`src/rtl/mac_run_sequencer.sv`:
```
// Run-level sequencer for ma_control: per iteration it pulses aclr, then start,
// then waits for done under a watchdog, and accumulates pass/error/timeout statistics.
module mac_run_sequencer #(
    parameter int ITER_W      = 16,
    parameter int CNT_W       = 16,
    parameter int ACLR_CYCLES = 2,
    parameter int GAP_CYCLES  = 1,
    parameter int TIMEOUT     = 1024
) (
    input  logic              s_clk,
    input  logic              reset_in,
    input  logic              run_req,
    input  logic [ITER_W-1:0] iterations,
    input  logic              done,
    input  logic              check_ok,
    output logic              aclr,
    output logic              start,
    output logic              busy,
    output logic              run_done,
    output logic [ITER_W-1:0] iter_count,
    output logic [CNT_W-1:0]  err_count,
    output logic [CNT_W-1:0]  timeout_count,
    output logic [2:0]        dbg_state
);

    localparam int PH_MAX = (ACLR_CYCLES > GAP_CYCLES) ? ACLR_CYCLES : GAP_CYCLES;
    localparam int PH_W   = $clog2(PH_MAX + 1);
    localparam int WD_W   = $clog2(TIMEOUT);

    typedef enum logic [2:0] {
        IDLE  = 3'd0,
        CLR   = 3'd1,
        GAP   = 3'd2,
        START = 3'd3,
        WAIT  = 3'd4,
        CHECK = 3'd5,
        FIN   = 3'd6
    } state_t;

    state_t            state, state_nxt;
    logic [PH_W-1:0]   phase_cnt, phase_nxt;
    logic [WD_W-1:0]   wd_timer, wd_nxt;
    logic [ITER_W-1:0] target, target_nxt;
    logic              ok_q, ok_nxt;
    logic              to_q, to_nxt;
    logic              busy_nxt, run_done_nxt, aclr_nxt, start_nxt;
    logic [ITER_W-1:0] iter_nxt;
    logic [CNT_W-1:0]  err_nxt, tmo_nxt;

    assign dbg_state = state;

    always_comb begin
        state_nxt    = state;
        phase_nxt    = phase_cnt;
        wd_nxt       = wd_timer;
        target_nxt   = target;
        ok_nxt       = ok_q;
        to_nxt       = to_q;
        busy_nxt     = busy;
        run_done_nxt = run_done;
        iter_nxt     = iter_count;
        err_nxt      = err_count;
        tmo_nxt      = timeout_count;

        case (state)
            IDLE: begin
                if (run_req) begin
                    target_nxt   = iterations;
                    iter_nxt     = '0;
                    err_nxt      = '0;
                    tmo_nxt      = '0;
                    run_done_nxt = 1'b0;
                    busy_nxt     = 1'b1;
                    phase_nxt    = '0;
                    state_nxt    = CLR;
                end
            end
            CLR: begin
                if (phase_cnt == PH_W'(ACLR_CYCLES - 1)) begin
                    phase_nxt = '0;
                    state_nxt = GAP;
                end else begin
                    phase_nxt = phase_cnt + PH_W'(1);
                end
            end
            GAP: begin
                if (phase_cnt == PH_W'(GAP_CYCLES - 1)) begin
                    phase_nxt = '0;
                    state_nxt = START;
                end else begin
                    phase_nxt = phase_cnt + PH_W'(1);
                end
            end
            START: begin
                wd_nxt    = '0;
                state_nxt = WAIT;
            end
            WAIT: begin
                // done has priority over the watchdog on the final cycle
                if (done) begin
                    ok_nxt    = check_ok;
                    to_nxt    = 1'b0;
                    state_nxt = CHECK;
                end else if (wd_timer == WD_W'(TIMEOUT - 1)) begin
                    to_nxt    = 1'b1;
                    state_nxt = CHECK;
                end else begin
                    wd_nxt = wd_timer + WD_W'(1);
                end
            end
            CHECK: begin
                iter_nxt = iter_count + ITER_W'(1);
                if (to_q) begin
                    if (timeout_count != '1) tmo_nxt = timeout_count + CNT_W'(1);
                end else if (!ok_q) begin
                    if (err_count != '1) err_nxt = err_count + CNT_W'(1);
                end
                phase_nxt = '0;
                if (!run_req || (target != '0 && iter_nxt == target)) begin
                    state_nxt = FIN;
                end else begin
                    state_nxt = CLR;
                end
            end
            FIN: begin
                busy_nxt     = 1'b0;
                run_done_nxt = 1'b1;
                state_nxt    = IDLE;
            end
            default: state_nxt = IDLE;
        endcase

        aclr_nxt  = (state_nxt == CLR);
        start_nxt = (state_nxt == START);
    end

    always_ff @(posedge s_clk or posedge reset_in) begin
        if (reset_in) begin
            state         <= IDLE;
            phase_cnt     <= '0;
            wd_timer      <= '0;
            target        <= '0;
            ok_q          <= 1'b0;
            to_q          <= 1'b0;
            aclr          <= 1'b0;
            start         <= 1'b0;
            busy          <= 1'b0;
            run_done      <= 1'b0;
            iter_count    <= '0;
            err_count     <= '0;
            timeout_count <= '0;
        end else begin
            state         <= state_nxt;
            phase_cnt     <= phase_nxt;
            wd_timer      <= wd_nxt;
            target        <= target_nxt;
            ok_q          <= ok_nxt;
            to_q          <= to_nxt;
            aclr          <= aclr_nxt;
            start         <= start_nxt;
            busy          <= busy_nxt;
            run_done      <= run_done_nxt;
            iter_count    <= iter_nxt;
            err_count     <= err_nxt;
            timeout_count <= tmo_nxt;
        end
    end

endmodule

```
`config.mk`:
```
export PLATFORM = sky130hd
export DESIGN_NAME = mac_run_sequencer
export DESIGN_NICKNAME = d
export VERILOG_FILES = /design/src/rtl/mac_run_sequencer.sv
export SDC_FILE = /design/constraint.sdc
export NUM_CORES = 1
export LEC_CHECK = 0
export BUFFER_PORTS_ARGS = -buffer_cell sky130_fd_sc_hd__buf_2
export CAP_MARGIN = 10
export CORE_MARGIN = 3
export CORE_UTILIZATION = 59
export CTS_BUF_LIST = sky130_fd_sc_hd__clkbuf_4
export DETAILED_ROUTE_END_ITERATION = 12
export MAX_ROUTING_LAYER = met4
export PLACE_DENSITY = 0.83
export SLEW_MARGIN = 20
export SYNTH_ARGS = -nofsm -noshare
export SYNTH_HDL_FRONTEND = slang
export SYNTH_SLANG_ARGS = --single-unit
```
`constraint.sdc`:
```
create_clock -name s_clk -period 3.49 [get_ports s_clk]
set_clock_uncertainty 0.2 [all_clocks]
set_input_delay 0.1745 -clock s_clk [delete_from_list [all_inputs] [get_ports s_clk]]
set_output_delay 0.1745 -clock s_clk [all_outputs]
set_load 0.1 [all_outputs]
```
**After elaboration in Yosys (flattened, before gate mapping)**

Index checks and enable logic that the tools add are counted.

- Register bits: 85
- Input bits: 21
- Word-level logic and storage cells: 88

- $add $sub $neg: 5
- Eq/ne operators: 21
- Multiplexer cells: 29
- Reduce and logical (&&, ||, !) cells: 20

Operator list:

| kind | number |
|---|---|
| 2-to-1 mux 16 bit | 6 |
| one-hot mux 16 bit (2 select lines) | 3 |
| adder 16 x 1 -> 16 bit (second input constant) | 3 |
| inequality test 16 bit (second input constant) | 2 |
| 2-to-1 mux 10 bit | 2 |
| one-hot mux 10 bit (2 select lines) | 1 |
| 2-to-1 mux 3 bit | 6 |
| one-hot mux 3 bit (6 select lines) | 1 |
| == test 16 bit | 1 |
| inequality test 2 bit (second input constant) | 8 |
| nonzero test 16 bit | 1 |
| AND reduction 2 bit | 6 |
| adder 10 x 1 -> 10 bit (second input constant) | 1 |
| == test 10 bit (second input constant) | 1 |
| == test 3 x 2 -> 1 bit (second input constant) | 3 |
| == test 3 bit (second input constant) | 3 |
| one-hot mux 2 bit (4 select lines) | 1 |
| nonzero test 2 bit | 4 |
| == test 3 x 1 -> 1 bit (second input constant) | 2 |
| 2-to-1 mux 2 bit | 3 |
| AND reduction 5 bit | 1 |
| 2-to-1 mux 1 bit | 4 |
| one-hot mux 1 bit (2 select lines) | 2 |
| AND reduction 4 bit | 1 |
| other kinds (9) | 9 |

**Logic depth before layout (Yosys ltp)**

Gate-level depths: netlist of the first run.

- Depth after elaboration: 7
- Gate-level depth with buffers: 8
- Gate-level depth less buffers: 7

**Least setup slack after synthesis of the first run**

OpenSTA, ideal clock, no wires.

- Path kind: reg-to-reg
- From: register iter_count[0]
- To: register state[2] (netlist: dbg_state[2])
- Library setup time: 0.066 ns
- Arrival: 2.811 ns
- Required time: 3.224 ns
- Setup slack: 0.412 ns
- Stages on the path, launching flop included: 8
- Clock period less this slack: 3.078 ns
- Cells stage by stage: dfrtp_1 ha_1 nand3_2 nor4_4 xnor2_1 a211o_1 o41ai_4 o32a_1

- Longest elaborated chain between the ends: 6

RTL lines:

| element | RTL line | RTL |
|---|---|---|
| from (decl) | 20 | `output logic [ITER_W-1:0] iter_count,` |
| from (signal assigned) | 163 | `iter_count <= iter_nxt;` |
| adder 16 x 1 -> 16 bit | 112 | `iter_nxt = iter_count + ITER_W'(1);` |
| == test 16 bit | 119 | `if (!run_req \|\| (target != '0 && iter_nxt == target)) begin` |
| logical AND 1 bit | 119 |  |
| logical OR 1 bit | 119 |  |
| 2-to-1 mux 3 bit | 119 |  |
| one-hot mux 3 bit (6 select lines) | 65 | `case (state)` |
| named net state_nxt[2] | 40 | `state_t state, state_nxt;` |
| to (signal assigned) | 153 | `state <= state_nxt;` |
| to (decl) | 40 |  |

The timed path passes the listed nets, and every way through them passes these cells.
A chain may end at the register's enable or synchronous reset.

**Worst setup path in the final report of the first run**

- From: register state[0] (netlist: dbg_state[0])
- To: register timeout_count[14]

- Longest elaborated chain between the ends: 3

RTL lines:

| element | RTL line | RTL |
|---|---|---|
| == test 3 bit or zero test 3 bit (tied branches) | 65 |  |
| inequality test 2 bit (no line) or nonzero test 2 bit (tied branches) | -- |  |
| AND reduction 4 bit (no line) | -- |  |
| to (signal assigned) | 165 | `timeout_count <= tmo_nxt;` |
| to (decl) | 22 | `output logic [CNT_W-1:0] timeout_count,` |

Several ways; a longest one is shown, not always the timed one.

==> summary.txt, run 1 <==
Run status
  – Status: completed

Synth
  – Ys flop type: dfrtp_1
  – Post-synthesis cell area: 4776 um^2
  – Mapped Nets: 555
  – Synth warn: 0
  – Number of synthesized flops with an enable pin: 0
  – Number of synthesized register bits: 85
  – Syn Inst Count: 527
  – FFs w/ async S/R, synth: 1.000
  – Largest cells by area after synthesis: dfrtp_1, nand2_1, xor2_1, nor2_1, xnor2_1
  – Area leader, netlist: dfrtp_1
  – Post-synth top cells: nand2_1, dfrtp_1, nor2_1
  – Synth Area per Inst: 9.062 um^2
  – Synth unique cells: 67
  – Seq/Total Area, Yosys: 0.4454
  – Most frequent cell after synthesis: nand2_1
  – Synth top area share: 0.4454

Worst setup path
  – Reg2Reg Depth: 7
  – Crit Path Category: flip-flop to flip-flop
  – CP Cell Sequence: inv_1 > nor3_1 > buf_4 > o211a_2 > nand3_1 > or4_1 > nand2_1
  – Worst Setup SP: dbg_state[0]
  – Critical path arrival: 2950 ps
  – CP Launch Type: flip-flop
  – Slowest cell on crit path: dfrtp_1
  – Slowest stage delay, CP: 680 ps
  – CP Max Fanout: 16
  – Worst Path Required: 3660 ps
  – Worst reg2reg path startpoint: dbg_state[0]
  – Worst Setup End Kind: flip-flop

Floorplan
  – Number of I/O pins: 76
  – Num rows: 32
  – Die footprint: 9210 um^2
  – Die width: 95.97 um
  – Die height: 95.97 um
  – CORE AREA: 7807 um^2
  – Initial Utilization: 0.6117

GRT
  – Global-route wire length before repair: 19,460 um
  – Initial antenna violation count: 0
  – Vias in the first global route: 4,026
  – GRT overflow: 0
  – Largest net degree at the start of global routing: 51
  – Total track usage: 0.2793

Placed design
  – Port bufs: 75
  – Dpl cells: 683
  – Detail Placement HPWL: 8027 um
  – Gpl congestion: 0.9257

CTS
  – Clk sinks: 85
  – Clock slew seen by the registers of the worst setup and hold paths: 140 ps
  – Clk buf depth: 2
  – Root Buffer: clkbuf_4
  – Clock latency on the worst-skew pair: 430 ps
  – # H-tree levels: 3
  – CTS tree: done
  – Number of CTS-inserted buffers: 9

Run
  – Max Cap Viol: 0

Drt
  – Initial drt markers: 263
  – Via density: 5.954
  – DRC: 0
  – Vias: 4,287
  – Wire per inst: 16.43 um
  – Initial DRT Pass Iterations: 5
  – Post-route ant nets: 0
  – Detailed Route WL: 11,830 um

STA
  – Period minus WS final: 2780 ps
  – RSZ-0062 raised after global routing: no
  – Slew Limit Fails: 0
  – Sum Neg Setup Slack: 0 ps
  – Count of final setup violators: 0
  – Final hold slack: 78.89 ps
  – Post-route clock period utilization: 0.7965
  – Max Fclk: 359.7 MHz
  – Fin. Hold Viols: 0
  – Slew HR: 0.4392
  – Slew @ Worst Pin: 838.0 ps

Final layout
  – Core Util, Final: 0.7088
  – Layout cell share with drive strength beyond 1: 0.1880
  – Final net count: 640
  – Final Non-Filler Cells: 720
  – Synth-to-layout area growth: 15.88%

Pwr
  – Leakage: 2.674 nW
  – Pwr Density: 559.2 nW/um^2
  – Max IR drop VDD: 0.4451 mV

Min path
  – Hold WC Path Type: input port to asynchronous set/reset pin
-- timing repair --
item | CTS | global route
hold buffers | 20 | 0
setup buffers | 0 | 0
gates resized for setup | 0 | 0
hold endpoints to repair | 48 | 0
-- layout make-up --
class,count,area [um^2]
clock inverters,5,27.53
repair buffers,101,620.6
diodes,1,2.502
fillers,621,2273
flip-flops and latches,85,2127
clock buffers,11,82.58
multi-input cells,406,2511
well taps,102,127.6
inverters,9,35.03
-- flip-flops by register name, summed over array words and instances, names as in the netlist --
| signal | cells |
|---|---|
| iter_count | 16 |
| start | 1 |
| ok_q | 1 |
| timeout_count | 16 |
| dbg_state | 3 |
| phase_cnt | 2 |
| err_count | 16 |
| wd_timer | 10 |
| aclr | 1 |
| busy | 1 |
| to_q | 1 |
| target | 16 |
| run_done | 1 |
-- through the flow --
step / cell area, um^2 / setup WS, ps / power [mW]
6_report: 5534 / 710.1 / 3.094
4_1_cts: 5532 / 753.5 / 3.084
5_1_grt: 5532 / 522.3 / 3.266
3_5_place_dp: 5221 / 796.1 / 2.581
3_3_place_gp: 5221 / 898.1 / 2.535
2_1_floorplan: 4776 / 412.3 / 2.293
-- critical path, delay by kind of cell, from the launching register on --
kind | cells | cell delay, ps
buffers and inverters | 2 | 520
DFF | 1 | 680
and+or+nand+nor | 4 | 920
AOI/OAI and AO/OA | 1 | 380
-- cells in the final DEF (no fill, tap or decap), types with 4 or more instances in the layout --
cell           instances
o21ai_0               31
and4_1                 9
or3_1                  7
inv_1                  8
ha_1                   7
nand4_1               20
and2_1                 5
and3_1                 7
nor2_1                58
xor2_1                33
nor4_1                 5
a21oi_1               13
xnor2_1               19
clkbuf_4              11
buf_2                 75
buf_4                  6
dlygate4sd3_1         20
dfrtp_1               85
nand2_1               90
o211ai_1               4
nor3_1                 6
nand3_1               23
o2111ai_1              5
-- cells by family after synthesis --
| group | count (synthesis) | synth area share |
|---|---|---|
| xor+xnor | 52 | 0.09536 |
| mux | 4 | 0.008646 |
| simple gates | 258 | 0.2803 |
| compound gates | 85 | 0.1213 |
| flops | 85 | 0.4454 |
| buf+inv | 36 | 0.03065 |
| fa+ha+maj | 7 | 0.01834 |
-- where the power goes --
group / switching [mW] / internal, mW / total [mW] / leakage, nW
sequential: 0.243 / 1.14 / 1.39 / 1.14
combinational: 0.833 / 0.384 / 1.22 / 1.47
clock: 0.335 / 0.157 / 0.493 / 0.0580
total: 1.41 / 1.68 / 3.09 / 2.67
-- per-layer routing --
metal,global-route usage,up-vias,share of wire
li1,-,2029,-
met1,0.3730,2039,0.43
met2,0.4302,183,0.48
met3,0.04535,36,0.066
met4,0.1078,0,0.024
met5,-,-,0
-- path summary, 6_finish.rpt --
path | end | slack, ps
max in group asynchronous | target[2] | 2140
min in group s_clk | target[1] | 270
worst min-delay path | wd_timer[8] | 80
worst max register to register | timeout_count[14] | 710
worst max-delay path | timeout_count[14] | 710
worst min register to register | ok_q | 320
Note: power is estimated with default switching activity, not from simulation.
==> inputs of run 2 (changes only) <==
==> constraint.sdc (replaced) <==
create_clock -name s_clk -period 2.8 [get_ports s_clk]
set_clock_uncertainty 0.2 [all_clocks]
set_input_delay 0.14 -clock s_clk [delete_from_list [all_inputs] [get_ports s_clk]]
set_output_delay 0.14 -clock s_clk [all_outputs]
set_load 0.1 [all_outputs]
==> summary.txt, run 2 (synthesis gave the netlist of run 1 again) <==
Final layout
  – Final Non-Filler Cells: 722 (+0.28%)
  – Diodes inserted: 0 (-1)
  – Final net count: 643 (+0.47%)
  – Synth-to-layout area growth: 17.29%
  – Most common cell after layout, fill and taps aside: nand2_1
  – Most frequent cells in the layout: nand2_1, buf_2, dfrtp_1, nor2_1, xor2_1
  – Layout cell share with drive strength beyond 1: 0.2113 (+0.02328)
  – Post-route cell area: 5602 um^2 (+1.2%)

CTS
  – Clock slew seen by the registers of the worst setup and hold paths: 140 ps (about the same)
  – Root Buffer: clkbuf_4
  – Clock latency on the worst-skew pair: 440 ps (about the same)
  – CTS tree: done
  – # resized after CTS: 0 (unchanged)
  – Clk sinks: 85 (unchanged)
  – Number of CTS-inserted buffers: 9 (unchanged)
  – Clk buf depth: 2 (unchanged)
  – # H-tree levels: 3 (unchanged)

STA
  – Sum Neg Setup Slack: 0 ps (unchanged)
  – Fin. Hold Viols: 0 (unchanged)
  – Max Fclk: 388.1 MHz (+7.9%)
  – Slew HR: 0.4166 (-0.02263)
  – Count of final setup violators: 0 (unchanged)
  – Slew @ Worst Pin: 871.9 ps (+33.82 ps)
  – Slew Limit Fails: 0 (unchanged)
  – Post-route clock period utilization: 0.9202 (+0.1237)
  – RSZ-0062 raised after global routing: no
  – Period minus WS final: 2577 ps (-203.4 ps)

Drt
  – DRC: 0 (unchanged)
  – Vias: 4,283 (-0.093%)
  – Routed wl met2: 5564 um (-2.5%)
  – Wire per inst: 16.00 um (-2.6%)
  – Met1 Wirelength: 5144 um (+1.6%)
  – DR WL met3: 588 um (-24%)
  – Via density: 5.932 (-0.37%)
  – Detailed Route WL: 11,550 um (-2.3%)
  – Initial drt markers: 267 (+1.5%)
  – Highest Signal Layer: met4
  – Initial DRT Pass Iterations: 5 (unchanged)
  – Post-route ant nets: 0 (unchanged)

GRT
  – Largest net degree at the start of global routing: 50 (-2.0%)
  – Vias in the first global route: 4,053 (+0.67%)
  – Initial antenna violation count: 0 (unchanged)
  – GRT overflow: 0 (unchanged)
  – Total track usage: 0.2747 (-0.004572)
  – Global-route wire length before repair: 19,220 um (-1.2%)

Floorplan
  – CORE AREA: 7807 um^2 (unchanged)
  – Die footprint: 9210 um^2 (unchanged)
  – Die width: 95.97 um (unchanged)
  – Num rows: 32 (unchanged)
  – Initial Utilization: 0.6117 (unchanged)
  – Number of I/O pins: 76 (unchanged)
  – Die height: 95.97 um (unchanged)

Worst setup path
  – Critical path arrival: 2750 ps (-200 ps)
  – Worst Setup End Kind: flip-flop
  – CP Max Fanout: 8 (-8)
  – Worst Path Required: 2980 ps (-680 ps)
  – Crit Path Category: flip-flop to flip-flop
  – CP Launch Type: flip-flop

Placed design
  – Port bufs: 75 (unchanged)
  – Gpl congestion: 0.9365 (+1.2%)
  – Detail Placement HPWL: 7976 um (-0.62%)
  – Post-DP Area: 5273 um^2 (+0.98%)
  – Dpl cells: 686 (+0.44%)

Run
  – Max Cap Viol: 0 (unchanged)

Pwr
  – Max IR drop VDD: 0.5148 mV (+16%)
  – Pwr Density: 703.9 nW/um^2 (+26%)
  – Final Power: 3.943 mW (+27%)
  – Leakage: 2.685 nW (+0.43%)

Run status
  – Status: completed

Min path
  – Hold WC Path Type: input port to asynchronous set/reset pin
-- run 2: cell type report --
type / count / area, um^2
tap: 102 / 127.6
inverter: 9 / 35.03
clock buffer: 10 / 75.07
fill: 595 / 2206
sequential: 85 / 2143
clock inverter: 6 / 53.80
multi-input combinational: 406 / 2511
timing repair buffer: 104 / 655.6
-- run 2: repair_timing --
action                                 in CTS  in global routing
hold buffers                               20                  0
setup endpoints to repair                   0                  0
endpoints found under the hold margin      59                  0
buffers inserted                            0                  0
-- run 2: where the power goes --
part	switching, mW	internal, mW	total, mW	leakage [nW]
Combinational	1.04	0.493	1.54	1.49
Sequential	0.284	1.43	1.71	1.12
Clock	0.422	0.273	0.695	0.0689
Total	1.75	2.19	3.94	2.69
-- run 2: final timing paths --
path / startpoint / endpoint / slack [ps] / cells past startpoint
max: iter_count[0] / dbg_state[2] / 220 / 7
min: reset_in / timeout_count[2] / 100 / 3
max reg2reg: iter_count[0] / dbg_state[2] / 220 / 7
min reg2reg: ok_q / ok_q / 330 / 1
max in group asynchronous: reset_in / iter_count[7] / 1610 / 4
min in group s_clk: iterations[15] / target[15] / 210 / 4
-- run 2: routing by layer --
metal / global-route usage / vias to the layer above
met3: 0.03518 / 24
met5: - / -
li1: - / 2037
met4: 0.1173 / 0
met2: 0.4233 / 152
met1: 0.3680 / 2070
-- run 2: stage by stage --
step                utilization  worst slack (ps)  hold WS [ps]
detailed placement       0.6753             299.3         47.96
floorplan                     -            -5.199         25.73
global route             0.7175             21.64         123.4
global placement         0.6753             347.0         41.79
finish                   0.7175             223.5         104.4
CTS                      0.7175             222.0         105.6
-- run 2: critical path, cell delays in order (launching register included) --
cell,delay [ps]
dfrtp_2,470
ha_1,310
and3_2,270
nand4_1,100
a222oi_1,290
nand4_1,210
o41ai_4,470
o32a_1,190
